===== src/rtl/sram_addr_ctrl_pkg.sv =====
// Shared definitions for the AVR-to-SRAM address/strobe stage and its data mover.
//   state_e      : controller state encoding (3-bit)
//   ADDR_BYTES   : number of address bytes the AVR loads
//   ptr_advance  : byte pointer step with wrap after the last address byte
package sram_addr_ctrl_pkg;

  localparam int unsigned ADDR_BYTES = 3;
  localparam int unsigned PTR_W      = 2;
  localparam int unsigned BYTE_W     = 8;
  localparam int unsigned MAX_AWIDTH = ADDR_BYTES * BYTE_W;

  typedef enum logic [2:0] {
    IDLE    = 3'b000,
    WR_ADDR = 3'b001,
    WR_DATA = 3'b010,
    RD_DATA = 3'b011,
    INC     = 3'b100
  } state_e;

  // Step the address byte pointer 0 -> 1 -> 2 -> 0.
  function automatic logic [PTR_W-1:0] ptr_advance(input logic [PTR_W-1:0] ptr);
    if (ptr == PTR_W'(ADDR_BYTES - 1)) begin
      return '0;
    end
    return ptr + PTR_W'(1);
  endfunction

endpackage


===== src/rtl/sram_addr_ctrl_sync2.sv =====
// Two-flop synchronizer for a single asynchronous control bit.
//   clk    : destination clock
//   rst_n  : async active-low reset; both flops load RST_VAL
//   d      : asynchronous input
//   q      : synchronized output (registered)
module sram_addr_ctrl_sync2 #(
  parameter logic RST_VAL = 1'b1
) (
  input  logic clk,
  input  logic rst_n,
  input  logic d,
  output logic q
);

  logic meta_q;
  logic sync_q;

  // First stage may go metastable; second stage gives it a full cycle to settle.
  always_ff @(posedge clk or negedge rst_n) begin
    if (!rst_n) begin
      meta_q <= RST_VAL;
      sync_q <= RST_VAL;
    end else begin
      meta_q <= d;
      sync_q <= meta_q;
    end
  end

  assign q = sync_q;

endmodule


===== src/rtl/sram_addr_ctrl.sv =====
// SRAM address holder and strobe forwarder between the AVR 8-bit bus and the data mover.
// The AVR loads the address bytewise through the address port (avr_sel=1); data-port
// strobes (avr_sel=0) are forwarded as bus_we_n/bus_oe_n and, optionally, bump the
// address once the access completes.
//   clk        : system clock
//   reset      : async active-low reset
//   avr_we_n   : AVR write strobe (async, active low)
//   avr_oe_n   : AVR read strobe (async, active low)
//   avr_sel    : 1 = address port, 0 = data port (async)
//   avr_data   : AVR data bus tap, sampled when an address write completes
//   sram_addr  : current SRAM address
//   bus_we_n   : write strobe to the data mover, low while in WR_DATA
//   bus_oe_n   : read strobe to the data mover, low while in RD_DATA
//   byte_ptr   : lane index for the next address byte
//   busy       : controller not idle
module sram_addr_ctrl
  import sram_addr_ctrl_pkg::*;
#(
  parameter int unsigned AWIDTH   = 19,
  parameter bit          AUTO_INC = 1'b1
) (
  input  logic              clk,
  input  logic              reset,
  input  logic              avr_we_n,
  input  logic              avr_oe_n,
  input  logic              avr_sel,
  input  logic [BYTE_W-1:0] avr_data,
  output logic [AWIDTH-1:0] sram_addr,
  output logic              bus_we_n,
  output logic              bus_oe_n,
  output logic [PTR_W-1:0]  byte_ptr,
  output logic              busy
);

  // Synchronized strobes; strobes idle high, select idles on the data port.
  logic we_s;
  logic oe_s;
  logic sel_s;

  sram_addr_ctrl_sync2 #(.RST_VAL(1'b1)) u_sync_we (
    .clk   (clk),
    .rst_n (reset),
    .d     (avr_we_n),
    .q     (we_s)
  );

  sram_addr_ctrl_sync2 #(.RST_VAL(1'b1)) u_sync_oe (
    .clk   (clk),
    .rst_n (reset),
    .d     (avr_oe_n),
    .q     (oe_s)
  );

  sram_addr_ctrl_sync2 #(.RST_VAL(1'b0)) u_sync_sel (
    .clk   (clk),
    .rst_n (reset),
    .d     (avr_sel),
    .q     (sel_s)
  );

  state_e              state_q,     state_d;
  logic [AWIDTH-1:0]   sram_addr_q, sram_addr_d;
  logic [PTR_W-1:0]    byte_ptr_q,  byte_ptr_d;
  logic                sel_prev_q,  sel_prev_d;
  logic                bus_we_n_q,  bus_we_n_d;
  logic                bus_oe_n_q,  bus_oe_n_d;
  logic                busy_q,      busy_d;

  logic                sel_rise;
  logic                addr_store;

  // Next-state, address/pointer update and registered-output decode.
  always_comb begin
    state_d     = state_q;
    sram_addr_d = sram_addr_q;
    byte_ptr_d  = byte_ptr_q;
    sel_prev_d  = sel_s;
    addr_store  = 1'b0;
    sel_rise    = sel_s & ~sel_prev_q;

    unique case (state_q)
      IDLE: begin
        // Select is only looked at here; write wins over read.
        if (!we_s) begin
          state_d = sel_s ? WR_ADDR : WR_DATA;
        end else if (!oe_s && !sel_s) begin
          state_d = RD_DATA;
        end
      end
      WR_ADDR: begin
        if (we_s) begin
          addr_store = 1'b1;
          state_d    = IDLE;
        end
      end
      WR_DATA: begin
        if (we_s) begin
          state_d = AUTO_INC ? INC : IDLE;
        end
      end
      RD_DATA: begin
        if (oe_s) begin
          state_d = AUTO_INC ? INC : IDLE;
        end
      end
      INC: begin
        sram_addr_d = sram_addr_q + AWIDTH'(1);
        state_d     = IDLE;
      end
      default: begin
        state_d = IDLE;
      end
    endcase

    // Drop the byte into its lane; bits at or above AWIDTH are discarded.
    if (addr_store) begin
      for (int unsigned i = 0; i < AWIDTH; i++) begin
        if (PTR_W'(i / BYTE_W) == byte_ptr_q) begin
          sram_addr_d[i] = avr_data[3'(i % BYTE_W)];
        end
      end
      byte_ptr_d = ptr_advance(byte_ptr_q);
    end

    // A fresh address-port select restarts the sequence; it overrides the advance.
    if (sel_rise) begin
      byte_ptr_d = '0;
    end

    bus_we_n_d = (state_d != WR_DATA);
    bus_oe_n_d = (state_d != RD_DATA);
    busy_d     = (state_d != IDLE);
  end

  // State and output registers.
  always_ff @(posedge clk or negedge reset) begin
    if (!reset) begin
      state_q     <= IDLE;
      sram_addr_q <= '0;
      byte_ptr_q  <= '0;
      sel_prev_q  <= 1'b0;
      bus_we_n_q  <= 1'b1;
      bus_oe_n_q  <= 1'b1;
      busy_q      <= 1'b0;
    end else begin
      state_q     <= state_d;
      sram_addr_q <= sram_addr_d;
      byte_ptr_q  <= byte_ptr_d;
      sel_prev_q  <= sel_prev_d;
      bus_we_n_q  <= bus_we_n_d;
      bus_oe_n_q  <= bus_oe_n_d;
      busy_q      <= busy_d;
    end
  end

  assign sram_addr = sram_addr_q;
  assign byte_ptr  = byte_ptr_q;
  assign bus_we_n  = bus_we_n_q;
  assign bus_oe_n  = bus_oe_n_q;
  assign busy      = busy_q;

endmodule


===== config.mk =====
export PLATFORM = sky130hd
export DESIGN_NAME = sram_addr_ctrl
export DESIGN_NICKNAME = d
export VERILOG_FILES = /design/src/rtl/sram_addr_ctrl_pkg.sv /design/src/rtl/sram_addr_ctrl_sync2.sv /design/src/rtl/sram_addr_ctrl.sv
export SDC_FILE = /design/constraint.sdc
export NUM_CORES = 1
export LEC_CHECK = 0
export ABC_AREA = 1
export CAP_MARGIN = 20
export CORE_MARGIN = 2
export CORE_UTILIZATION = 45
export CTS_CLUSTER_SIZE = 24
export DETAILED_ROUTE_END_ITERATION = 10
export PLACE_DENSITY = 0.74
export SKIP_CTS_REPAIR_TIMING = 1
export SYNTH_ARGS = -nofsm -noshare
export SYNTH_HDL_FRONTEND = slang
export SYNTH_SLANG_ARGS = --single-unit

===== constraint.sdc =====
create_clock -name clk -period 1.4 [get_ports clk]
set_clock_uncertainty 0.1 [all_clocks]
set_input_delay 0.14 -clock clk [delete_from_list [all_inputs] [get_ports clk]]
set_output_delay 0.14 -clock clk [all_outputs]
set_load 0.005 [all_outputs]

* Yosys cells after proc, flatten, opt, wreduce, memory -nomap -nowiden *
Cells that the tools add are included.

storage, ports and cells
  flip-flop bits (word level) = 34
  input port bits = 13
  output and inout bits = 24
  logic and storage cells = 69

cells by class
  add/sub/neg operators = 2
  eq/ne operators = 9
  muxes and demuxes = 36
  bitwise operators = 2
  reduce and logical (&&, ||, !) cells = 7

operator list
  operator                                                          count
  19-bit two-way mux                                                2
  1-bit two-way mux                                                 23
  19-bit by 1-bit adder with 19-bit output (second input constant)  1
  3-bit two-way mux                                                 5
  3-bit one-hot mux with 4 select lines                             1
  2-bit two-way mux                                                 5
  3-bit by 2-bit == test with 1-bit output (second input constant)  2
  3-bit by 2-bit != test with 1-bit output (second input constant)  2
  3-bit by 1-bit == test with 1-bit output (second input constant)  1
  3-bit == test (second input constant)                             1
  3-bit logical NOT                                                 1
  3-bit nonzero test                                                1
  2-bit by 1-bit adder with 2-bit output (second input constant)    1
  1-bit by 2-bit == test with 1-bit output (first input constant)   1
  2-bit == test (first input constant)                              1
  2-bit == test (second input constant)                             1
  1-bit logical NOT                                                 2
  2-bit logical NOT                                                 1
  2-bit nonzero test                                                1
  1-bit bitwise AND                                                 1
  1-bit logical AND                                                 1
  1-bit NOT                                                         1

* Longest topological paths before layout *
Gate-level depths: netlist of run 1.

  word-level depth = 6
  mapped depth = 10
  gate-level depth less buffers = 10

* Cells and area by module *
From an unflattened synthesis of run 1, not the netlist that was laid out.

second synthesis, totals
  cells, all modules = 219
  area total of the unflattened synthesis = 2003.2 µm²

modules (own cells, without submodules)
  module                                 instances  cells each  area each (µm²)  seq. area each (µm²)
  sram_addr_ctrl                         1          213         1848.0           703.2
  sram_addr_ctrl_sync2 at u_sync_oe ...  2          2           52.6             52.6
  sram_addr_ctrl_sync2 at u_sync_sel     1          2           50.0             50.0

* Least setup slack after synthesis of run 1 *
OpenSTA, ideal clock, no wires.

  kind = register -> register
  from = reg u_sync_we.sync_q (netlist: u_sync_we.q)
  to = reg sram_addr_q[14] (netlist: sram_addr[14])
  library setup time = 0.119 ns
  arrival time = 1.306 ns
  data required time = 1.181 ns
  path slack = -0.125 ns
  stages on the path, launching flop included = 9
  path buffers = 1
  clock period less this slack = 1.525 ns
  cells stage by stage = dfstp_2 inv_1 nor2_1 inv_2 nor2_8 nand3_4 buf_6 nor2_2 a21oi_2

on the way
  cells in the longest elaborated chain, start to end = 3

RTL lines
  item                       line                        RTL
  from (decl)                sram_addr_ctrl_sync2.sv:16  logic sync_q;
  from (signal assigned)     sram_addr_ctrl_sync2.sv:25  sync_q <= meta_q;
  1-bit two-way mux          sram_addr_ctrl.sv:91        if (we_s) begin
  1-bit two-way mux          sram_addr_ctrl.sv:81        unique case (state_q)
  19-bit two-way mux         sram_addr_ctrl.sv:116       if (addr_store) begin
  named net sram_addr_d[14]  sram_addr_ctrl.sv:62        logic [AWIDTH-1:0] sram_addr_q, sram_addr_d;
  to (signal assigned)       sram_addr_ctrl.sv:147       sram_addr_q <= sram_addr_d;
  to (decl)                  sram_addr_ctrl.sv:62

The timed path passes the listed nets, and every way through them passes these cells.
A chain may end at the register's enable or synchronous reset.

* Final worst setup path of run 1 *
  from = reg u_sync_we.sync_q (netlist: u_sync_we.q)
  to = reg sram_addr_q[18] (netlist: sram_addr[18])

Same word-level chain as after synthesis.

==> key figures, run 1 <==
Final layout
  – Layout fillers: 227
  – Area grow syn2layout: 67.37%
  – Final Cell Area: 0.003055 mm2
  – # diodes: 0
  – Register area: 864.6 um2
  – Nets: 333
  – Proportion of layout cells with a drive suffix above 1: 42.81%
  – Multi-input logic area: 0.001076 mm2
  – Final Core Density: 77.50%

Floorplan
  – Row cnt: 23
  – Io pins: 37
  – Die Area: 0.004582 mm2
  – Initial Util: between 40% and 50%
  – Chip height: 67.69 um
  – CORE AREA: 0.003943 mm2
  – Die Width: 67.69 um

STA
  – Setup TNS: -4.075 ns
  – Pins over their slew limit: 0
  – Setup Viol. Count Final: 26
  – WHS: 0.1178 ns
  – Tmin final: 1.636 ns
  – Peak Freq: 611.3 MHz
  – Fin crit share: 116.8%
  – Hold Violations, Final: 0
  – Final WS setup: -0.2358 ns
  – Slew headroom: 65.99%
  – Slew @ Worst Pin: 0.5095 ns
  – RSZ-0062 raised after global routing: yes

Critical path
  – Crit-path max FO: 5
  – Critical Path Sink Type: flop
  – Crit path DAT: 1.76 ns
  – Worst path required time: 1.53 ns
  – Worst R2R Path Depth: 10
  – Reg2reg setup slack: -0.24 ns
  – Crit start category: flop
  – WS Path Type: flop to flop

Yosys
  – Post-synth EDFFs: 0
  – Mapped Nets: 237
  – Share of the synthesized area in the top cell type: 38.38%
  – Post-synth top area cell: dfrtp_1
  – Gate Count Post-Synth: between 200 and 250
  – Post-synthesis average cell area: 8.186 um2
  – Synth top cells by count: 58 x nand2_1, 31 x nor2_1, 28 x dfrtp_1
  – Cell Area, Synth: 0.001826 mm2
  – Ys Warns: 0
  – Synth unique cells: 29
  – Sequential area share after synthesis: 47.02%
  – Primary FF master, synth: dfrtp_1
  – Top cells by area, synth: dfrtp_1 38%, nand2_1 12%, dfstp_2 8.6%
  – Yosys reg bits: 34
  – Most common cell in the netlist: nand2_1
  – Synth async-reset ratio: 100.0%

Power and ir drop
  – Worst vdd ir: around 1.1 mV
  – Leak pwr: 1.591 nW
  – Power Density: 1947 mW/mm2

Worst hold path
  – Worst min path class: primary input to async pin

Clock network
  – Clk buf depth: 2
  – Clock root cell: clkbuf_8
  – H-tree levels: 2
  – Clock-pin slew of the registers on the worst-case setup and hold paths: 0.07 ns
  – Clock Latency Late Sink: 0.29 ns
  – CTS tree: yes
  – # clock sinks: 34
  – CTS Buf Count: 5

Global route
  – Overall Global Routing Usage: 21.24%
  – Overflow after GRT: 0
  – Largest net degree at the start of global routing: 35
  – First-pass GRT wire length: between 7000 and 8000 um
  – Number of global-route vias before repair: 1552
  – Number of antenna violations at the first check in global routing: 0

Detailed routing
  – Wire per inst: 16.59 um
  – DR DRC count: 0
  – Vias per std cell: 5.327
  – Final WL: 6140 um
  – Vias: 1971
  – DR pass1 iterations: 4
  – ANT nets after route: 0
  – DR iter-0 viols: 150

Placement
  – Worst slack, placed: -0.1670 ns
  – Placed inst area: ~0.0025 mm2
  – PortBufs: 36
  – Placer Congestion: between 0.8 and 0.9
  – Dpl hpwl: 3154 um

Outcome
  – Status: complete, but fails checks
  – Failing checks: negative setup slack

Job
  – Max cap viols: 0
-- path summary, 6_finish.rpt --
kind | from | end
max | u_sync_we.q | sram_addr[18]
min | reset | sram_addr[8]
max reg2reg | u_sync_we.q | sram_addr[18]
min reg2reg | u_sync_sel.meta_q | u_sync_sel.q
max in group asynchronous | reset | bus_we_n
min in group clk | avr_oe_n | u_sync_oe.meta_q
-- kinds of logic after synthesis --
group | after synthesis | synth area share, %
AND/OR/NAND/NOR | 129 | 33.31
flip-flops | 34 | 47.02
buffers and inverters | 28 | 6.580
AO/OA/AOI/OAI | 23 | 8.568
XOR/XNOR | 8 | 3.838
adder cells (fa/ha/maj) | 1 | 0.6853
-- registers in the layout, summed over array words and instances (netlist names) --
signal	flops
byte_ptr	2
sram_addr	19
u_sync_sel.q	1
u_sync_sel.meta_q	1
u_sync_oe.meta_q	1
state_q	3
bus_oe_n	1
u_sync_we.meta_q	1
sel_prev_q	1
u_sync_we.q	1
u_sync_oe.q	1
busy	1
bus_we_n	1
-- placed cells by master, fill, tap and decap left out, drive strengths merged --
cell,synthesis,final
a21oi,14,14
a31oi,1,1
buf,2,53
clkbuf,0,7
clkdlybuf4s50,0,14
clkinv,0,1
dfrtp,28,28
dfstp,6,6
dlymetal6s2s,0,22
ha,1,1
inv,26,26
nand2,62,63
nand3,15,16
nand3b,1,1
nand4,8,8
nor2,41,41
o21ai,3,3
o21bai,3,3
o22ai,2,2
or2,1,1
or3,1,1
xnor2,3,3
xor2,5,5
-- layer usage --
metal | vias to the layer above | wire [um] | GRT usage, %
li1 | 903 | - | -
met1 | 932 | 2342 | 28.91
met2 | 106 | 3073 | 33.33
met3 | 30 | 449 | 5.000
met4 | 0 | 274 | 6.888
met5 | - | 0 | 0
-- worst max-delay path, cell delays in order, from the launching register on --
cell     delay, ns
dfstp_2       0.56
inv_2         0.06
nor2_4        0.11
inv_4         0.06
nor2_8        0.12
buf_8         0.15
nand2_4       0.05
buf_4         0.15
nand3_1       0.09
nand2_1       0.06
inv_1         0.06
-- per-stage QoR --
step	power [mW]	std cells
after floorplan	2.931	223
after global placement	4.260	338
after detailed placement	4.306	338
after CTS	5.077	346
after global routing	6.331	370
final	5.948	370
-- final cells by class --
class	instances	share of cell area [%]
clock inverter	1	0.1638
timing repair buffer	89	28.17
inverter	26	3.276
sequential	34	28.30
tap	50	2.048
multi-input combinational	163	35.22
clock buffer	7	2.826
-- report_power, final --
group | internal, mW | switching, mW | total [mW]
Clock | 0.397 | 0.363 | 0.759
Sequential | 1.39 | 0.462 | 1.85
Combinational | 1.75 | 1.59 | 3.34
No activity file was read; power rests on OpenSTA's default activity.
==> run 2, diff against run 1 <==
Settings changed: PLACE_DENSITY 0.74 to 0.71.
Clock period 1.4 ns to 1.8 ns, I/O delays scaled along.
==> key figures, run 2 (synthesis results as in run 1) <==
Outcome
  – Status: complete, no violations

Critical path
  – Crit path depth: 7 (-3)
  – Cell Chain, Critical Path: inv_1, nor2_1, inv_2, nor2_8, nand2_4, nor2_1, a21oi_1
  – Worst R2R Path Depth: 7 (-3)
  – WS Path Type: flop to flop
  – Worst path required time: 1.88 ns (+0.35 ns)
  – Crit path DAT: 1.73 ns (-0.03 ns)
  – Slowest CP cell: dfstp_2
  – Critical path's most frequent cell: nor2_1
  – Crit start category: flop
  – Worst path bufs/invs: 2 (-3)
  – Top delay family on crit path: simple AND/OR/NAND/NOR gates
  – Crit-path max FO: 17 (+12)
  – Critical Path Sink Type: flop
  – CP peak stage delay: 0.54 ns (-0.02 ns)

Floorplan
  – Initial Util: 46.30% (unchanged)
  – Row cnt: 23 (unchanged)
  – Io pins: 37 (unchanged)
  – Die Width: 67.69 um (unchanged)
  – Die Area: 0.004582 mm2 (unchanged)
  – CORE AREA: 0.003943 mm2 (unchanged)
  – Chip height: 67.69 um (unchanged)

STA
  – Setup TNS: 0 ns (+4.075 ns)
  – Tmin final: 1.650 ns (+0.01415 ns)
  – Setup Viol. Count Final: 0 (-100%)
  – Hold Violations, Final: 0 (unchanged)
  – Slew @ Worst Pin: 0.4223 ns (-0.08723 ns)
  – Pins over their slew limit: 0 (unchanged)
  – Peak Freq: 606.1 MHz (-0.86%)
  – RSZ-0062 raised after global routing: no
  – Slew headroom: 71.85% (+5.9 points)
  – Fin crit share: 91.66% (-25 points)

Placement
  – Placed cell count: 308 (-8.9%)
  – Placed inst area: 0.002233 mm2 (-10%)
  – PortBufs: 36 (unchanged)
  – Placer Congestion: 0.9101 (+9.8%)
  – Dpl hpwl: 3102 um (-1.7%)

Final layout
  – Commonest non-fill, non-tap cell in the layout: nand2_1
  – Layout fillers: 359 (+58%)
  – Most frequent cells in the layout: 58 x nand2_1, 36 x clkdlybuf4s50_1, 31 x nor2_1
  – Final Cell Area: 0.002391 mm2 (-22%)
  – Max FFs per register: 19 (unchanged)
  – Nets: 280 (-16%)
  – # diodes: 0 (unchanged)
  – Proportion of layout cells with a drive suffix above 1: 16.85% (-26 points)
  – Non-filler cells, final: 317 (-14%)
  – Register area: 858.3 um2 (-0.72%)
  – Multi-input logic area: 847.1 um2 (-21%)
  – Final Core Density: 60.65% (-17 points)
  – Area grow syn2layout: 30.98%

Detailed routing
  – DR pass1 iterations: 4 (unchanged)
  – ANT nets after route: 0 (unchanged)
  – DR DRC count: 0 (unchanged)
  – Wire per inst: 13.13 um (-21%)
  – Vias per std cell: 4.905 (-7.9%)
  – Final WL: 4162 um (-32%)
  – Vias: 1555 (-21%)
  – DR iter-0 viols: 127 (-15%)

Power and ir drop
  – Leak pwr: 1.094 nW (-31%)
  – Power Density: 1617 mW/mm2 (-17%)
  – Worst vdd ir: 0.7031 mV (-35%)
  – Power Total: 3.866 mW (-35%)

Global route
  – First-pass GRT wire length: 6872 um (-3.5%)
  – Number of global-route vias before repair: 1452 (-6.4%)
  – Overflow after GRT: 0 (unchanged)
  – Largest net degree at the start of global routing: 35 (unchanged)
  – Number of antenna violations at the first check in global routing: 0 (unchanged)
  – Overall Global Routing Usage: 20.96% (-0.28 points)

Clock network
  – # clock sinks: 34 (unchanged)
  – CTS Buf Count: 5 (unchanged)
  – Clock-pin slew of the registers on the worst-case setup and hold paths: 0.07 ns (about the same)
  – CTS tree: yes
  – Clk buf depth: 2 (unchanged)
  – Clock root cell: clkbuf_8
  – H-tree levels: 2 (unchanged)
  – Clock Latency Late Sink: 0.29 ns (about the same)

Job
  – Max cap viols: 0 (unchanged)

Worst hold path
  – Worst min path class: primary input to async pin
-- run 2: cell types whose count changed in the layout (fill, tap and decap cells not counted), sizes merged --
cell / delta
buf: -51
clkdlybuf4s50: +22
dlymetal6s2s: -22
bufinv: +2
clkbuf: -2
nand2: -1
nand3: -1
-- run 2: metrics by stage --
step           worst slack, ns  hold slack (ns)
6_report                0.1501           0.1903
5_1_grt                0.02733           0.1827
4_1_cts                0.06667           0.1853
3_5_place_dp           0.08206           0.2379
3_3_place_gp            0.1368           0.2334
2_1_floorplan           0.2752          -0.2156
-- run 2: power by group --
group	internal [mW]	switching (mW)	total (mW)
clock	0.555	0.305	0.860
sequential	1.07	0.357	1.43
combinational	0.822	0.758	1.58
total	2.45	1.42	3.87
-- run 2: per-layer routing --
layer  routed length, um  part of all wire, %  GRT usage [%]
met1                1907                   46          27.91
met2                2019                   49          33.70
met3                 179                  4.3          5.167
met4                  56                  1.3          6.122
met5                   0                    0              0
-- run 2: final timing paths --
check / from / to / slack (ns)
min in group clk: avr_we_n / u_sync_we.meta_q / 0.19
max in group asynchronous: reset / bus_oe_n / 1.06
min: reset / state_q[1] / 0.19
max: u_sync_we.q / sram_addr[6] / 0.15
min reg2reg: u_sync_sel.meta_q / u_sync_sel.q / 0.25
max reg2reg: u_sync_we.q / sram_addr[6] / 0.15
-- run 2: cell type report --
type	instances	share of cell area [%]
well taps	50	2.616
clock inverters	3	2.878
clock buffers	5	2.878
flip-flops and latches	34	35.90
inverters	26	4.082
multi-input cells	161	35.43
repair buffers	38	16.22
==> run 3, diff against run 2 <==
Settings changed: CORE_UTILIZATION 45 to 60, DONT_BUFFER_PORTS set to 1, MAX_ROUTING_LAYER set to met4, PLACE_DENSITY 0.71 to 0.76.
==> key figures, run 3 (synthesis results as in run 1) <==
Detailed routing
  – DR iter-0 viols: 81 (-36%)
  – Vias: 1541 (-0.90%)
  – ANT nets after route: 0 (unchanged)
  – DR pass1 iterations: 4 (unchanged)
  – Wire per inst: 14.07 um (+7.2%)
  – DR DRC count: 0 (unchanged)
  – Vias per std cell: 5.523 (+13%)
  – Final WL: 3925 um (-5.7%)

Final layout
  – Layout fillers: 234 (-35%)
  – Final Core Density: 70.80% (+10 points)
  – Non-filler cells, final: 279 (-12%)
  – Nets: 259 (-7.5%)
  – Max FFs per register: 19 (unchanged)
  – Commonest non-fill, non-tap cell in the layout: nand2_1
  – Proportion of layout cells with a drive suffix above 1: 19.51% (+2.7 points)
  – Register area: 859.6 um2 (+0.15%)
  – Most frequent cells in the layout: 58 x nand2_1, 30 x nor2_1, 27 x dfrtp_1
  – # diodes: 0 (unchanged)
  – Multi-input logic area: 872.1 um2 (+3.0%)
  – Area grow syn2layout: 15.49%

Outcome
  – Status: complete, no violations

Critical path
  – Slowest CP cell: dfstp_2
  – Crit start category: flop
  – Crit path DAT: 1.82 ns (+0.09 ns)
  – Critical Path Sink Type: flop
  – CP peak stage delay: 0.55 ns (about the same)
  – Cell Chain, Critical Path: inv_1, nor2_1, inv_2, nor2_8, nand2_2, or2_0, nand2_1, inv_1
  – WS Path Type: flop to flop
  – Critical path's most frequent cell: inv_1
  – Reg-to-reg startpoint: u_sync_we.q
  – Worst setup startpoint: u_sync_we.q
  – Worst path required time: 1.95 ns (+0.07 ns)
  – Crit-path max FO: 6 (-11)

STA
  – Pins over their slew limit: 0 (unchanged)
  – Peak Freq: 597.1 MHz (-1.5%)
  – Slew headroom: 75.87% (+4.0 points)
  – Setup TNS: 0 ns (unchanged)
  – RSZ-0062 raised after global routing: no
  – Hold Violations, Final: 0 (unchanged)
  – Setup Viol. Count Final: 0 (unchanged)
  – Tmin final: 1.675 ns (+0.02494 ns)
  – Fin crit share: 93.05% (+1.4 points)
  – Slew @ Worst Pin: 0.3619 ns (-0.06040 ns)

Power and ir drop
  – Power Density: 1478 mW/mm2 (-8.6%)
  – Leak pwr: 0.9803 nW (-10%)
  – Worst vdd ir: 0.8836 mV (+26%)
  – Power Total: 3.116 mW (-19%)

Clock network
  – Clock root cell: clkbuf_4
  – CTS tree: yes
  – # clock sinks: 34 (unchanged)
  – Clock Latency Late Sink: 0.34 ns (+0.05 ns)
  – H-tree levels: 2 (unchanged)
  – Clock-pin slew of the registers on the worst-case setup and hold paths: 0.10 ns (+0.03 ns)
  – Clk buf depth: 2 (unchanged)
  – CTS Buf Count: 5 (unchanged)

Floorplan
  – Chip height: 59.16 um (-13%)
  – CORE AREA: 0.002978 mm2 (-24%)
  – Initial Util: 61.30% (+15 points)
  – Row cnt: 20 (-13%)
  – Die Area: 0.003500 mm2 (-24%)
  – Io pins: 37 (unchanged)
  – Die Width: 59.16 um (-13%)

Global route
  – Number of global-route vias before repair: 1403 (-3.4%)
  – Largest net degree at the start of global routing: 35 (unchanged)
  – Overflow after GRT: 0 (unchanged)
  – First-pass GRT wire length: 6210 um (-9.6%)
  – Overall Global Routing Usage: 24.59% (+3.6 points)
  – Number of antenna violations at the first check in global routing: 0 (unchanged)

Job
  – Max cap viols: 0 (unchanged)

Placement
  – Placer Congestion: 0.9028 (-0.80%)
  – PortBufs: 0 (-100%)
  – Placed cell count: 254 (-18%)
  – Dpl hpwl: 2789 um (-10%)

Worst hold path
  – Worst min path class: primary input to async pin
run 3: cell count changes in the layout (fill, tap and decap cells not counted), moves of 2 or more:
cell	previous run	this run
clkbuf_1	0	2
clkdlybuf4s50_1	36	0
dlygate4sd3_1	0	12
buf_4	1	3
clkbuf_4	0	5
clkbuf_8	5	0
run 3: critical path: cells and delay by family, from the launching register on:
kind,cells,cell delay (ns)
simple gates,5,0.75
flops,1,0.55
buf+inv,3,0.18
run 3: area by class of cell:
type / instances / share of cell area (%)
sequential: 34 / 40.77
timing repair buffer: 16 / 7.715
clock buffer: 7 / 2.137
inverter: 26 / 4.629
tap: 33 / 1.958
clock inverter: 1 / 1.424
multi-input combinational: 162 / 41.37
run 3: metrics by stage:
step                      area [um2]  worst slack, ns  hold WS, ns
after floorplan                 1826           0.2752      -0.2156
after global placement          1844           0.1462      -0.2148
after detailed placement        1844          0.06142      -0.2149
after CTS                       1919          0.04015      -0.5988
after global routing            2108         0.009197       0.1672
final                           2108           0.1252       0.1758
run 3: report_power, final:
part / total [mW] / switching, mW / internal [mW]
clock network: 0.536 / 0.242 / 0.295
registers: 1.50 / 0.429 / 1.07
logic: 1.08 / 0.656 / 0.424
total: 3.12 / 1.33 / 1.79
run 3: final timing paths:
path / end / slack, ns / cells past startpoint
worst max-delay path: sram_addr[18] / 0.13 / 8
worst min-delay path: busy / 0.18 / 2
worst max register to register: sram_addr[18] / 0.13 / 8
worst min register to register: u_sync_we.q / 0.26 / 0
max in group asynchronous: bus_we_n / 1.19 / 2
min in group clk: u_sync_we.q / 0.26 / 0
run 3: metal layers:
metal / GRT usage [%] / routed length (um) / up-vias
met5: - / 0 / -
met4: 9.740 / 53 / 0
met3: 8.734 / 282 / 7
met2: 37.78 / 1895 / 60
met1: 29.51 / 1693 / 711
li1: - / - / 763
